$ cat src/rtl/pipe_pkg.sv
// Shared pipeline definitions.
//   - Tuse/Tnew encodings (Tuse 3 = operand unused, never hazards).
//   - Default mult/div busy lengths.
//   - reg_hazard(): one operand's RAW check against the E and M producers.
package pipe_pkg;

    localparam logic [1:0] TUSE_0    = 2'd0;
    localparam logic [1:0] TUSE_1    = 2'd1;
    localparam logic [1:0] TUSE_2    = 2'd2;
    localparam logic [1:0] TUSE_NONE = 2'd3;

    localparam logic [1:0] TNEW_0 = 2'd0;
    localparam logic [1:0] TNEW_1 = 2'd1;
    localparam logic [1:0] TNEW_2 = 2'd2;

    localparam int unsigned DEF_MULT_CYCLES = 5;
    localparam int unsigned DEF_DIV_CYCLES  = 10;

    typedef enum logic {MdIdle, MdBusy} md_state_e;

    // Producer result not ready before the consumer needs it. $0 is hardwired,
    // and Tuse 3 can never be exceeded because Tnew is at most 2.
    function automatic logic reg_hazard(
        input logic [4:0] src,
        input logic [1:0] tuse,
        input logic [4:0] e_wa,
        input logic [1:0] e_tnew,
        input logic [4:0] m_wa,
        input logic [1:0] m_tnew
    );
        return (src != 5'd0) &&
               (((src == e_wa) && (e_tnew > tuse)) ||
                ((src == m_wa) && (m_tnew > tuse)));
    endfunction

endpackage

$ cat src/rtl/md_busy_timer.sv
// Busy timer for the multiply/divide unit.
// Ports:
//   clk, reset : clock, synchronous active-high reset
//   start      : mult/div start pulse from E (loads the counter, even when busy)
//   is_div     : 1 = divide length, 0 = multiply length
//   busy       : unit busy, including the start cycle itself
module md_busy_timer
    import pipe_pkg::*;
#(
    parameter int unsigned MULT_CYCLES = DEF_MULT_CYCLES,
    parameter int unsigned DIV_CYCLES  = DEF_DIV_CYCLES,
    parameter int unsigned CNT_W       = 4
) (
    input  logic clk,
    input  logic reset,
    input  logic start,
    input  logic is_div,
    output logic busy
);

    localparam logic [CNT_W-1:0] MULT_LOAD = CNT_W'(MULT_CYCLES);
    localparam logic [CNT_W-1:0] DIV_LOAD  = CNT_W'(DIV_CYCLES);

    logic [CNT_W-1:0] cnt_q;
    logic [CNT_W-1:0] cnt_d;
    md_state_e        state;

    // The count is the state; IDLE is simply cnt == 0.
    assign state = (cnt_q != '0) ? MdBusy : MdIdle;

    always_ff @(posedge clk) begin
        if (reset) begin
            cnt_q <= '0;
        end else begin
            cnt_q <= cnt_d;
        end
    end

    always_comb begin
        cnt_d = cnt_q;
        if (start) begin
            cnt_d = is_div ? DIV_LOAD : MULT_LOAD;
        end else if (state == MdBusy) begin
            cnt_d = cnt_q - 1'b1;
        end
    end

    always_comb begin
        busy = start | (state == MdBusy);
    end

endmodule

$ cat src/rtl/hazard_stall_ctrl.sv
// Stall/flush controller beside the D stage.
// Ports:
//   clk, reset            : clock, synchronous active-high reset
//   d_rs/d_rt             : D-stage source registers
//   d_tuse_rs/d_tuse_rt   : cycles until each source is needed (3 = unused)
//   d_md_use              : D instruction touches the mult/div unit or HI/LO
//   e_wa/e_tnew           : E-stage destination and cycles until its result
//   m_wa/m_tnew           : M-stage destination and cycles until its result
//   e_md_start/e_md_div   : mult/div start pulse in E and its kind
//   pc_we/fd_we           : PC and F->D register write enables (low = hold)
//   de_clr                : D->E synchronous clear (bubble)
//   md_busy               : mult/div unit busy
//   stall_cnt             : saturating count of stall cycles since reset
module hazard_stall_ctrl
    import pipe_pkg::*;
#(
    parameter int unsigned MULT_CYCLES = DEF_MULT_CYCLES,
    parameter int unsigned DIV_CYCLES  = DEF_DIV_CYCLES,
    parameter int unsigned CNT_W       = 4
) (
    input  logic        clk,
    input  logic        reset,
    input  logic [4:0]  d_rs,
    input  logic [4:0]  d_rt,
    input  logic [1:0]  d_tuse_rs,
    input  logic [1:0]  d_tuse_rt,
    input  logic        d_md_use,
    input  logic [4:0]  e_wa,
    input  logic [1:0]  e_tnew,
    input  logic [4:0]  m_wa,
    input  logic [1:0]  m_tnew,
    input  logic        e_md_start,
    input  logic        e_md_div,
    output logic        pc_we,
    output logic        fd_we,
    output logic        de_clr,
    output logic        md_busy,
    output logic [31:0] stall_cnt
);

    logic        hz_rs;
    logic        hz_rt;
    logic        hz_md;
    logic        stall;
    logic [31:0] stall_cnt_q;
    logic [31:0] stall_cnt_d;

    md_busy_timer #(
        .MULT_CYCLES (MULT_CYCLES),
        .DIV_CYCLES  (DIV_CYCLES),
        .CNT_W       (CNT_W)
    ) u_md_busy_timer (
        .clk    (clk),
        .reset  (reset),
        .start  (e_md_start),
        .is_div (e_md_div),
        .busy   (md_busy)
    );

    always_comb begin
        hz_rs  = reg_hazard(d_rs, d_tuse_rs, e_wa, e_tnew, m_wa, m_tnew);
        hz_rt  = reg_hazard(d_rt, d_tuse_rt, e_wa, e_tnew, m_wa, m_tnew);
        hz_md  = d_md_use & md_busy;
        // Never hold the front end while in reset.
        stall  = (hz_rs | hz_rt | hz_md) & ~reset;
        pc_we  = ~stall;
        fd_we  = ~stall;
        de_clr = stall;
    end

    always_comb begin
        stall_cnt_d = stall_cnt_q;
        if (stall && (stall_cnt_q != 32'hFFFF_FFFF)) begin
            stall_cnt_d = stall_cnt_q + 32'd1;
        end
    end

    always_ff @(posedge clk) begin
        if (reset) begin
            stall_cnt_q <= '0;
        end else begin
            stall_cnt_q <= stall_cnt_d;
        end
    end

    assign stall_cnt = stall_cnt_q;

endmodule

$ cat config.mk
export PLATFORM = sky130hd
export DESIGN_NAME = hazard_stall_ctrl
export DESIGN_NICKNAME = d
export VERILOG_FILES = /design/src/rtl/pipe_pkg.sv /design/src/rtl/md_busy_timer.sv /design/src/rtl/hazard_stall_ctrl.sv
export SDC_FILE = /design/constraint.sdc
export NUM_CORES = 1
export LEC_CHECK = 0
export BUFFER_PORTS_ARGS = -buffer_cell sky130_fd_sc_hd__buf_2
export CORE_UTILIZATION = 56
export DETAILED_ROUTE_END_ITERATION = 8
export PLACE_DENSITY = 0.86
export SLEW_MARGIN = 20
export SYNTH_ARGS = -nofsm -noshare
export SYNTH_HDL_FRONTEND = slang
export SYNTH_SLANG_ARGS = --single-unit
$ cat constraint.sdc
create_clock -name clk -period 6.55 [get_ports clk]
set_input_delay 1.6375 -clock clk [delete_from_list [all_inputs] [get_ports clk]]
set_output_delay 1.6375 -clock clk [all_outputs]
set_load 0.005 [all_outputs]
==> flow_metrics.env, run 1 <==
export IMPL_rsz0062_at_grt="false"
export IMPL_synth_edff_count=0
export IMPL_ff2ff_path_depth=6
export IMPL_clock_power_share=0.348
export IMPL_finClkSkew_ns=0.0104
export IMPL_place_congestion=0.826
export IMPL_grt_pass1_wl_um=8780
export IMPL_cts_made_buffers=5
export IMPL_synthFlopType="dfxtp_1"
export IMPL_seq_power_share=0.473
export IMPL_clkTransAtPathRegs_ns=0.07
export IMPL_wl_um=5390
export IMPL_hold_class="flip-flop to flip-flop"
export IMPL_nets=396
export IMPL_antenna_left=0
export IMPL_boundaryPins=69
export IMPL_core_area_sq_um=4000
export IMPL_slowest_delay_ns=0.38
export IMPL_synth_most_common_cell="dfxtp_1"
export IMPL_grt_usage=0.257
export IMPL_power_frac_comb=0.179
export IMPL_synth_top_cells_by_area="dfxtp_1 (31%), ha_1 (5.9%), a21oi_1 (5.5%)"
export IMPL_tightest_slew_ns=0.763
export IMPL_yosys_area_top_type="dfxtp_1"
export IMPL_grt_antenna_before_repair=0
export IMPL_drt_iter0_markers=124
export IMPL_die_h_um=66.7
export IMPL_p_int_w=0.000347
export IMPL_crit_path_top_delay_cell="nor4_1"
export IMPL_synth_yosys_seq_area_share=0.307
export IMPL_tritoncts="built"
export IMPL_synthCells=290
export IMPL_power_density_nw_per_um2=175
export IMPL_rows=23
export IMPL_hold_buffers=0
export IMPL_ir_drop_uv=116
export IMPL_overflow=0
export IMPL_synth_area_per_cell_sq_um=8.09
export IMPL_synth_nets=334
export IMPL_final_area_sq_um=2770
export IMPL_grt_pass1_vias=2006
export IMPL_setup_tns_ns=0
export IMPL_cts_max_level=2
export IMPL_async_flop_share=0
export IMPL_leakagePower_nw=1.12
export IMPL_dp_cells=395
export IMPL_drive_gt1_frac=0.266
export IMPL_critical_path_class="input port to primary output"
export IMPL_placed_cell_area_sq_um=2680
export IMPL_cts_path_max_buffers=2
export IMPL_ys_types=39
export IMPL_areaGrowthSynthToFinish_pct=18.2
export IMPL_cp_max_fo=10
export IMPL_setup_viol=0
export IMPL_p_sw_frac=0.287
export IMPL_via_count=2331
export IMPL_post_route_drc_count=0
export IMPL_avgRoutedWirePerCell_um=13.4
export IMPL_vias_per_cell=5.78
export IMPL_fmax_ghz=0.194
export IMPL_initial_core_util=0.586
export IMPL_dpl_hpwl_um=3860
export IMPL_ys_top_cells_by_count="dfxtp_1 (36), a21oi_1 (26), nand2_1 (18)"
export IMPL_cp_depth=11
export IMPL_crit_buf_inv=4
export IMPL_antenna_cells=0
export IMPL_critPathTopFamily="simple AND/OR/NAND/NOR gates"
export IMPL_ctsResizeCount=0
export IMPL_start_kind="input port"
export IMPL_slew_violations=0
export IMPL_drt_pass1_iter_count=4
export IMPL_syn_cell_area_sq_um=2350
export IMPL_clock_root_buffer="clkbuf_8"
export IMPL_ys_ff_latch=36
export IMPL_period_share=0.788
export IMPL_path_cells="buf_2, inv_1, ha_1, nand2_1, nand4_1, nor4_1, o22ai_1, and3_1, or2_2, inv_1, buf_2"
export IMPL_post_cts_setup_buffers=0
export IMPL_final_cells=403
export IMPL_crit_arrival_ns=3.52
export IMPL_clock_latency_ns=0.30
export IMPL_max_cap_violations=0
export IMPL_grt_max_degree=48
export IMPL_synth_top_area_frac=0.307
export IMPL_switchingPower_w=0.000139
export IMPL_cp_end_kind="primary output"
export IMPL_status="finished clean"
export IMPL_die_x_um=66.7
export IMPL_worstPathRequired_ns=4.91
export IMPL_relSlewSlack=0.486
export IMPL_io_buffers=68
export IMPL_fin_crit_ns=5.16
export IMPL_min_path_cells=2
export IMPL_fp_dieArea_sq_um=4450
export IMPL_cts_sinks=36
export IMPL_ys_warnings_count=0
export IMPL_hold_viol_final=0
[cell families after synthesis]
group	Yosys count	share of synthesized area
mux	10	0.0480
simple gates	127	0.309
compound gates	57	0.140
fa+ha+maj	11	0.0587
xor+xnor	22	0.0821
flops	36	0.307
buf+inv	27	0.0549
[power groups by stage]
stage               Combinational (W)  Clock [W]  Sequential [W]
floorplan                   0.0000612          0        0.000234
global placement            0.0000840          0        0.000235
detailed placement          0.0000869          0        0.000235
CTS                         0.0000872   0.000171        0.000230
global route                0.0000968   0.000183        0.000231
finish                      0.0000871   0.000169        0.000230
[layout by cell type (no fill, tap or decap), drive strengths merged, types with 10 or more instances in the layout]
master and instances:
dfxtp 36, or3 13, xnor2 13, or4 10, ha 11, o21ai 17, inv 12, nand3 12
nor2b 11, a21oi 26, nand2 18, nor2 17, nor3 10, nand4 16, buf 70, mux2 10
[worst min-delay path, delay by kind of cell, from the launching register on]
family | cells | cell delay, ns
flip-flops | 1 | 0.32
AO/OA/AOI/OAI | 2 | 0.12
[path summary, 6_finish.rpt]
path / to / start / slack (ns)
max: de_clr / d_tuse_rt[1] / 1.39
min: stall_cnt[30]$_SDFFE_PP0P_ / stall_cnt[30]$_SDFFE_PP0P_ / 0.49
max reg2reg: stall_cnt[29]$_SDFFE_PP0P_ / stall_cnt[13]$_SDFFE_PP0P_ / 3.55
min reg2reg: stall_cnt[30]$_SDFFE_PP0P_ / stall_cnt[30]$_SDFFE_PP0P_ / 0.49
[final cells by class]
class	count	area, sq um
multi-input cells	227	1500
inverters	12	45.0
fillers	333	1230
flip-flops and latches	36	721
repair buffers	70	355
well taps	50	62.6
clock inverters	1	7.51
clock buffers	7	86.3
[through the flow]
step / hold slack [ns] / setup slack [ns] / util / total power, W
3_5_place_dp: 0.486 / 1.46 / 0.670 / 0.000322
2_1_floorplan: 0.473 / 1.51 / - / 0.000295
4_1_cts: 0.496 / 1.45 / 0.693 / 0.000488
5_1_grt: 0.520 / 1.31 / 0.693 / 0.000510
6_report: 0.491 / 1.39 / 0.693 / 0.000486
3_3_place_gp: 0.478 / 1.57 / 0.670 / 0.000319
[state kept, by name, indices dropped and copies added, names as in the netlist]
signal	count
stall_cnt	32
u_md_busy_timer.cnt_q	4
[per-layer routing]
metal | part of all wire | global-route usage
met5 | 0 | 0
met2 | 0.49 | 0.427
met4 | 0.015 | 0.0904
met3 | 0.049 | 0.0599
met1 | 0.45 | 0.321
Power figures use the tool's default switching activity.
==> inputs of run 2 (changes only) <==
Settings changed: ABC_AREA from default to 1, CORE_UTILIZATION 56 to 54, PLACE_DENSITY 0.86 to 0.8.
Clock period 6.55 ns to 5.2 ns, I/O delays scaled along.
==> run 2 against run 1 <==
Effect of this change:
- cell count rose by 54%
- combinational power rose by 41%
- register-to-register slack got worse by 0.37 ns
- worst setup slack got worse by 0.026 ns
- clock skew barely moved
- area after synthesis rose by 23%
- critical path type unchanged
- highest routed layer unchanged
==> flow_metrics.env, run 2 <==
export IMPL_status="finished clean"
export IMPL_reg2reg_to="stall_cnt[2]$_SDFFE_PP0P_"
export IMPL_period_share=0.737
export IMPL_syn_cell_area_sq_um=2890
export IMPL_relSlewSlack=0.619
export IMPL_ys_warnings_count=0
export IMPL_final_cell_mix="nand2_1 (133), inv_1 (81), buf_2 (68)"
export IMPL_synth_yosys_seq_area_share=0.250
export IMPL_drt_pass1_iter_count=5
export IMPL_nets=593
export IMPL_ctsResizeCount=0
export IMPL_critical_path_class="input port to primary output"
export IMPL_synth_top_area_frac=0.250
export IMPL_hold_path_startpoint="u_md_busy_timer.cnt_q[1]$_SDFFE_PP0N_"
export IMPL_synth_area_per_cell_sq_um=5.98
export IMPL_fin_util=0.650
export IMPL_ys_ff_latch=36
export IMPL_finClkSkew_ns=0.0102
export IMPL_ir_drop_uv=98.9
export IMPL_wl_um=6720
export IMPL_drt_iter0_markers=156
export IMPL_synth_top_cells_by_area="dfxtp_1 (25%), nand2_1 (17%), inv_1 (11%)"
export IMPL_min_to="u_md_busy_timer.cnt_q[1]$_SDFFE_PP0N_"
export IMPL_cts_made_buffers=5
export IMPL_power_density_nw_per_um2=183
export IMPL_initial_core_util=0.562
export IMPL_antenna_left=0
export IMPL_rows=26
export IMPL_areaGrowthSynthToFinish_pct=15.8
export IMPL_overflow=0
export IMPL_cts_path_max_buffers=2
export IMPL_yosys_area_top_type="dfxtp_1"
export IMPL_cts_max_level=2
export IMPL_ys_types=27
export IMPL_place_congestion=0.885
export IMPL_grt_max_degree=59
export IMPL_tightest_slew_ns=0.571
export IMPL_ys_top_cells_by_count="nand2_1 (133), inv_1 (81), nor2_1 (64)"
export IMPL_max_cap_violations=0
export IMPL_clock_root_buffer="clkbuf_8"
export IMPL_core_area_sq_um=5140
export IMPL_final_common_cell="nand2_1"
export IMPL_async_flop_share=0
export IMPL_post_cts_setup_buffers=0
export IMPL_drive_gt1_frac=0.211
export IMPL_synthFlopType="dfxtp_1"
export IMPL_clock_power_share=0.327
export IMPL_start_kind="input port"
export IMPL_cp_end_kind="primary output"
export IMPL_dpl_hpwl_um=5320
export IMPL_tritoncts="built"
export IMPL_dp_slack_ns=1.35
export IMPL_rrSetupSlack_ns=3.18
export IMPL_io_buffers=68
export IMPL_hold_worst_slack_ns=0.518
export IMPL_crit_arrival_ns=2.53
export IMPL_grt_usage=0.260
export IMPL_synth_nets=527
export IMPL_antenna_cells=0
export IMPL_leakagePower_nw=1.72
export IMPL_clkTransAtPathRegs_ns=0.08
export IMPL_avgRoutedWirePerCell_um=10.8
export IMPL_die_x_um=75.1
export IMPL_fmax_ghz=0.261
export IMPL_post_route_drc_count=0
export IMPL_setup_viol=0
export IMPL_fin_crit_ns=3.83
export IMPL_grt_pass1_vias=2762
export IMPL_grt_pass1_wl_um=11500
export IMPL_largest_register_ffs=32
export IMPL_ff2ff_path_depth=10
export IMPL_via_count=3066
export IMPL_grt_antenna_before_repair=0
export IMPL_vias_per_cell=4.95
export IMPL_power_frac_comb=0.200
export IMPL_hold_buffers=0
export IMPL_synthCells=483
export IMPL_min_path_cells=2
export IMPL_setup_tns_ns=0
export IMPL_seq_power_share=0.473
export IMPL_rsz0062_at_grt="false"
export IMPL_p_int_w=0.000422
export IMPL_cp_max_fo=3
export IMPL_boundaryPins=69
export IMPL_switchingPower_w=0.000190
export IMPL_clock_latency_ns=0.30
export IMPL_synth_edff_count=0
export IMPL_synth_most_common_cell="nand2_1"
export IMPL_worstPathRequired_ns=3.90
export IMPL_p_sw_frac=0.311
export IMPL_fp_dieArea_sq_um=5640
export IMPL_hold_class="flip-flop to flip-flop"
export IMPL_cts_sinks=36
export IMPL_reg2reg_from="u_md_busy_timer.cnt_q[0]$_SDFFE_PP0N_"
export IMPL_fin_ws_ns=1.37
export IMPL_hold_viol_final=0
export IMPL_die_h_um=75.1
export IMPL_slew_violations=0
-- run 2: worst max-delay path by stage --
| stage | to | slack, ns | cells after the start | startpoint |
|---|---|---|---|---|
| final | de_clr | 1.37 | 13 | d_tuse_rs[1] |
| after global routing | de_clr | 1.17 | 13 | d_tuse_rs[1] |
| after CTS | de_clr | 1.34 | 13 | d_tuse_rt[1] |
| after detailed placement | de_clr | 1.35 | 13 | d_tuse_rt[1] |
| after global placement | de_clr | 1.40 | 13 | d_tuse_rt[1] |
| after floorplan | pc_we | 1.42 | 12 | d_tuse_rt[1] |
-- run 2: final cells by class --
cell class | count | area, sq um
Clock buffer | 5 | 68.8
Clock inverter | 3 | 18.8
Fill cell | 538 | 1800
Inverter | 86 | 323
Multi-Input combinational cell | 350 | 1770
Sequential cell | 36 | 721
Tap cell | 70 | 87.6
Timing Repair Buffer | 70 | 355
-- run 2: cell families after synthesis --
group,after synthesis,synth area share
simple gates,295,0.476
buf+inv,97,0.137
compound gates,36,0.0655
flops,36,0.250
fa+ha+maj,11,0.0477
xor+xnor,8,0.0243
-- run 2: layer usage --
layer | routed length (um) | track usage
met2 | 3110 | 0.459
met3 | 338 | 0.0535
met1 | 3190 | 0.321
met5 | 0 | 0
met4 | 82 | 0.0650
-- run 2: power by group through the flow --
| stage | logic, W | registers (W) | clock network [W] |
|---|---|---|---|
| floorplan | 0.0000869 | 0.000295 | 0 |
| CTS | 0.000123 | 0.000289 | 0.000204 |
| global placement | 0.000119 | 0.000295 | 0 |
| detailed placement | 0.000123 | 0.000295 | 0 |
| global route | 0.000141 | 0.000291 | 0.000215 |
| finish | 0.000123 | 0.000289 | 0.000200 |
-- run 2: through the flow --
step	power (W)	cell area, sq um	std cells
6_report	0.000612	3340	620
5_1_grt	0.000647	3340	620
2_1_floorplan	0.000382	2890	483
4_1_cts	0.000616	3340	620
3_3_place_gp	0.000414	3260	612
3_5_place_dp	0.000418	3260	612
-- run 2: critical path, stage by stage --
cell and delay [ns]:
buf_2 0.07, inv_1 0.05, ha_1 0.30, nand2_1 0.07, o21ai_0 0.07, nor2_1 0.12
nand3_1 0.09, nand2_1 0.07, nand2_1 0.06, nand3_2 0.07, nand2_1 0.08, inv_1 0.07
buf_2 0.11
==> inputs of run 3 (changes only) <==
Settings changed: ABC_AREA 1 to 0, CORE_UTILIZATION 54 to 52.
Clock period 5.2 ns to 3.9 ns, I/O delays scaled along.
==> run 3 against run 2 <==
Effect of this change:
- sequential power grew 34%
- clock skew shrank 0.00054 ns
- critical path type unchanged
- combinational power grew 20%
- utilization shrank 0.93 points
- worst setup slack lost 1.1 ns
- highest routed layer unchanged
- non-clock buffer count grew 2
- clock-buffer cell count grew 2
- largest power group unchanged
- clock power grew 41%
- first-iteration DRC count shrank 12%
- die area shrank 15%
- wire length shrank 20%
==> flow_metrics.env, run 3 (same netlist as run 1, synthesis figures left out) <==
export IMPL_die_h_um=69.2
export IMPL_fin_ws_ns=0.241
export IMPL_rrSetupSlack_ns=1.09
export IMPL_reg2reg_from="stall_cnt[13]$_SDFFE_PP0P_"
export IMPL_largest_register_ffs=32
export IMPL_antenna_cells=0
export IMPL_vias_per_cell=5.81
export IMPL_initial_core_util=0.539
export IMPL_critPathTopFamily="simple AND/OR/NAND/NOR gates"
export IMPL_cp_end_kind="primary output"
export IMPL_slew_violations=0
export IMPL_fin_util=0.641
export IMPL_grt_pass1_vias=2199
export IMPL_start_kind="input port"
export IMPL_grt_usage=0.234
export IMPL_power_density_nw_per_um2=292
export IMPL_drt_pass1_iter_count=4
export IMPL_period_share=0.938
export IMPL_crit_arrival_ns=2.68
export IMPL_min_to="stall_cnt[12]$_SDFFE_PP0P_"
export IMPL_hold_buffers=0
export IMPL_wl_um=5370
export IMPL_overflow=0
export IMPL_cts_path_max_buffers=2
export IMPL_worstPathRequired_ns=2.92
export IMPL_power_w=0.000816
export IMPL_ir_drop_uv=174
export IMPL_areaGrowthSynthToFinish_pct=19.0
export IMPL_fp_dieArea_sq_um=4780
export IMPL_slowest_delay_ns=0.31
export IMPL_place_congestion=0.840
export IMPL_fin_crit_ns=3.66
export IMPL_dp_slack_ns=0.242
export IMPL_core_area_sq_um=4350
export IMPL_antenna_left=0
export IMPL_grt_max_degree=55
export IMPL_placed_cell_area_sq_um=2700
export IMPL_setup_tns_ns=0
export IMPL_reg2reg_to="stall_cnt[29]$_SDFFE_PP0P_"
export IMPL_tritoncts="built"
export IMPL_grt_antenna_before_repair=0
export IMPL_setup_viol=0
export IMPL_ctsResizeCount=0
export IMPL_hold_class="flip-flop to flip-flop"
export IMPL_rows=24
export IMPL_io_buffers=68
export IMPL_rsz0062_at_grt="false"
export IMPL_cts_made_buffers=5
export IMPL_cts_sinks=36
export IMPL_boundaryPins=69
export IMPL_min_path_cells=2
export IMPL_drive_gt1_frac=0.270
export IMPL_fillers=360
export IMPL_post_route_drc_count=0
export IMPL_grt_pass1_wl_um=9270
export IMPL_crit_path_top_delay_cell="ha_1"
export IMPL_clock_latency_ns=0.29
export IMPL_clkTransAtPathRegs_ns=0.07
export IMPL_cp_max_fo=3
export IMPL_leakagePower_nw=1.13
export IMPL_nets=398
export IMPL_critical_path_class="input port to primary output"
export IMPL_via_count=2366
export IMPL_status="finished clean"
export IMPL_finClkSkew_ns=0.00963
export IMPL_post_cts_setup_buffers=0
export IMPL_hold_viol_final=0
export IMPL_ff2ff_path_depth=7
export IMPL_final_area_sq_um=2790
export IMPL_crit_buf_inv=4
export IMPL_tightest_slew_ns=0.770
export IMPL_die_x_um=69.2
export IMPL_dpl_hpwl_um=3950
export IMPL_drt_iter0_markers=138
export IMPL_final_common_cell="buf_2"
export IMPL_cts_max_level=2
export IMPL_final_cell_mix="buf_2 (68), dfxtp_1 (36), a21oi_1 (26)"
export IMPL_hold_path_startpoint="stall_cnt[12]$_SDFFE_PP0P_"
export IMPL_relSlewSlack=0.482
export IMPL_max_cap_violations=0
export IMPL_avgRoutedWirePerCell_um=13.2
export IMPL_fmax_ghz=0.273
export IMPL_path_cells="buf_2, inv_1, ha_1, nand2_1, nand4_1, nor4_1, o22ai_1, and3_1, or2_2, inv_1, buf_2"
export IMPL_clock_root_buffer="clkbuf_8"
## run 3: cell types whose count changed in the layout (fill, tap and decap cells not counted), sizes merged, moves of 9 or more
| cell | before | now |
|---|---|---|
| nand3 | 49 | 12 |
| o21ai | 8 | 17 |
| nand2 | 142 | 18 |
| mux2 | 0 | 10 |
| nor2b | 0 | 11 |
| xnor2 | 2 | 13 |
| or3 | 0 | 13 |
| nor2 | 75 | 17 |
| or4 | 0 | 10 |
| inv | 86 | 12 |
## run 3: layout make-up
class                      count  area [sq um]  share of cell area
sequential                    36           721               0.258
clock buffer                   7          86.3              0.0309
timing repair buffer          72           370               0.133
clock inverter                 1          7.51             0.00269
inverter                      12          45.0              0.0161
tap                           52          65.1              0.0233
multi-input combinational    227          1500               0.536
## run 3: worst max path at each step
| stage | end | depth (start not counted) | from |
|---|---|---|---|
| after floorplan | pc_we | 11 | d_tuse_rt[1] |
| after global placement | de_clr | 11 | d_tuse_rt[1] |
| after detailed placement | de_clr | 11 | d_tuse_rt[1] |
| after CTS | de_clr | 11 | d_tuse_rt[1] |
| after global routing | de_clr | 11 | d_tuse_rt[1] |
| final | de_clr | 11 | d_tuse_rt[1] |
## run 3: power by group
part / internal, W / switching, W / total [W]
clock: 0.000144 / 0.000139 / 0.000283
combinational: 0.0000621 / 0.0000848 / 0.000147
sequential: 0.000377 / 0.00000864 / 0.000386
## run 3: worst reg2reg max path, cell delays in order, from the launching register on
cell	delay, ns
dfxtp_1	0.46
nand4_1	0.18
nor4_1	0.72
nand4_1	0.49
buf_4	0.31
nand3_2	0.16
nor3_1	0.08
mux2_2	0.29
## run 3: routing by layer
metal / vias up / wire length, um / part of all wire / GRT usage
met5: - / 0 / 0 / 0
met4: 0 / 76 / 0.014 / 0.0794
met3: 8 / 232 / 0.043 / 0.0453
met2: 60 / 2610 / 0.49 / 0.408
met1: 1109 / 2450 / 0.46 / 0.287
li1: 1189 / - / - / -
## run 3: metrics by stage
stage / instances / hold slack [ns]
after floorplan: 290 / 0.473
after global placement: 399 / 0.479
after detailed placement: 399 / 0.485
after CTS: 407 / 0.497
after global routing: 407 / 0.514
final: 407 / 0.493
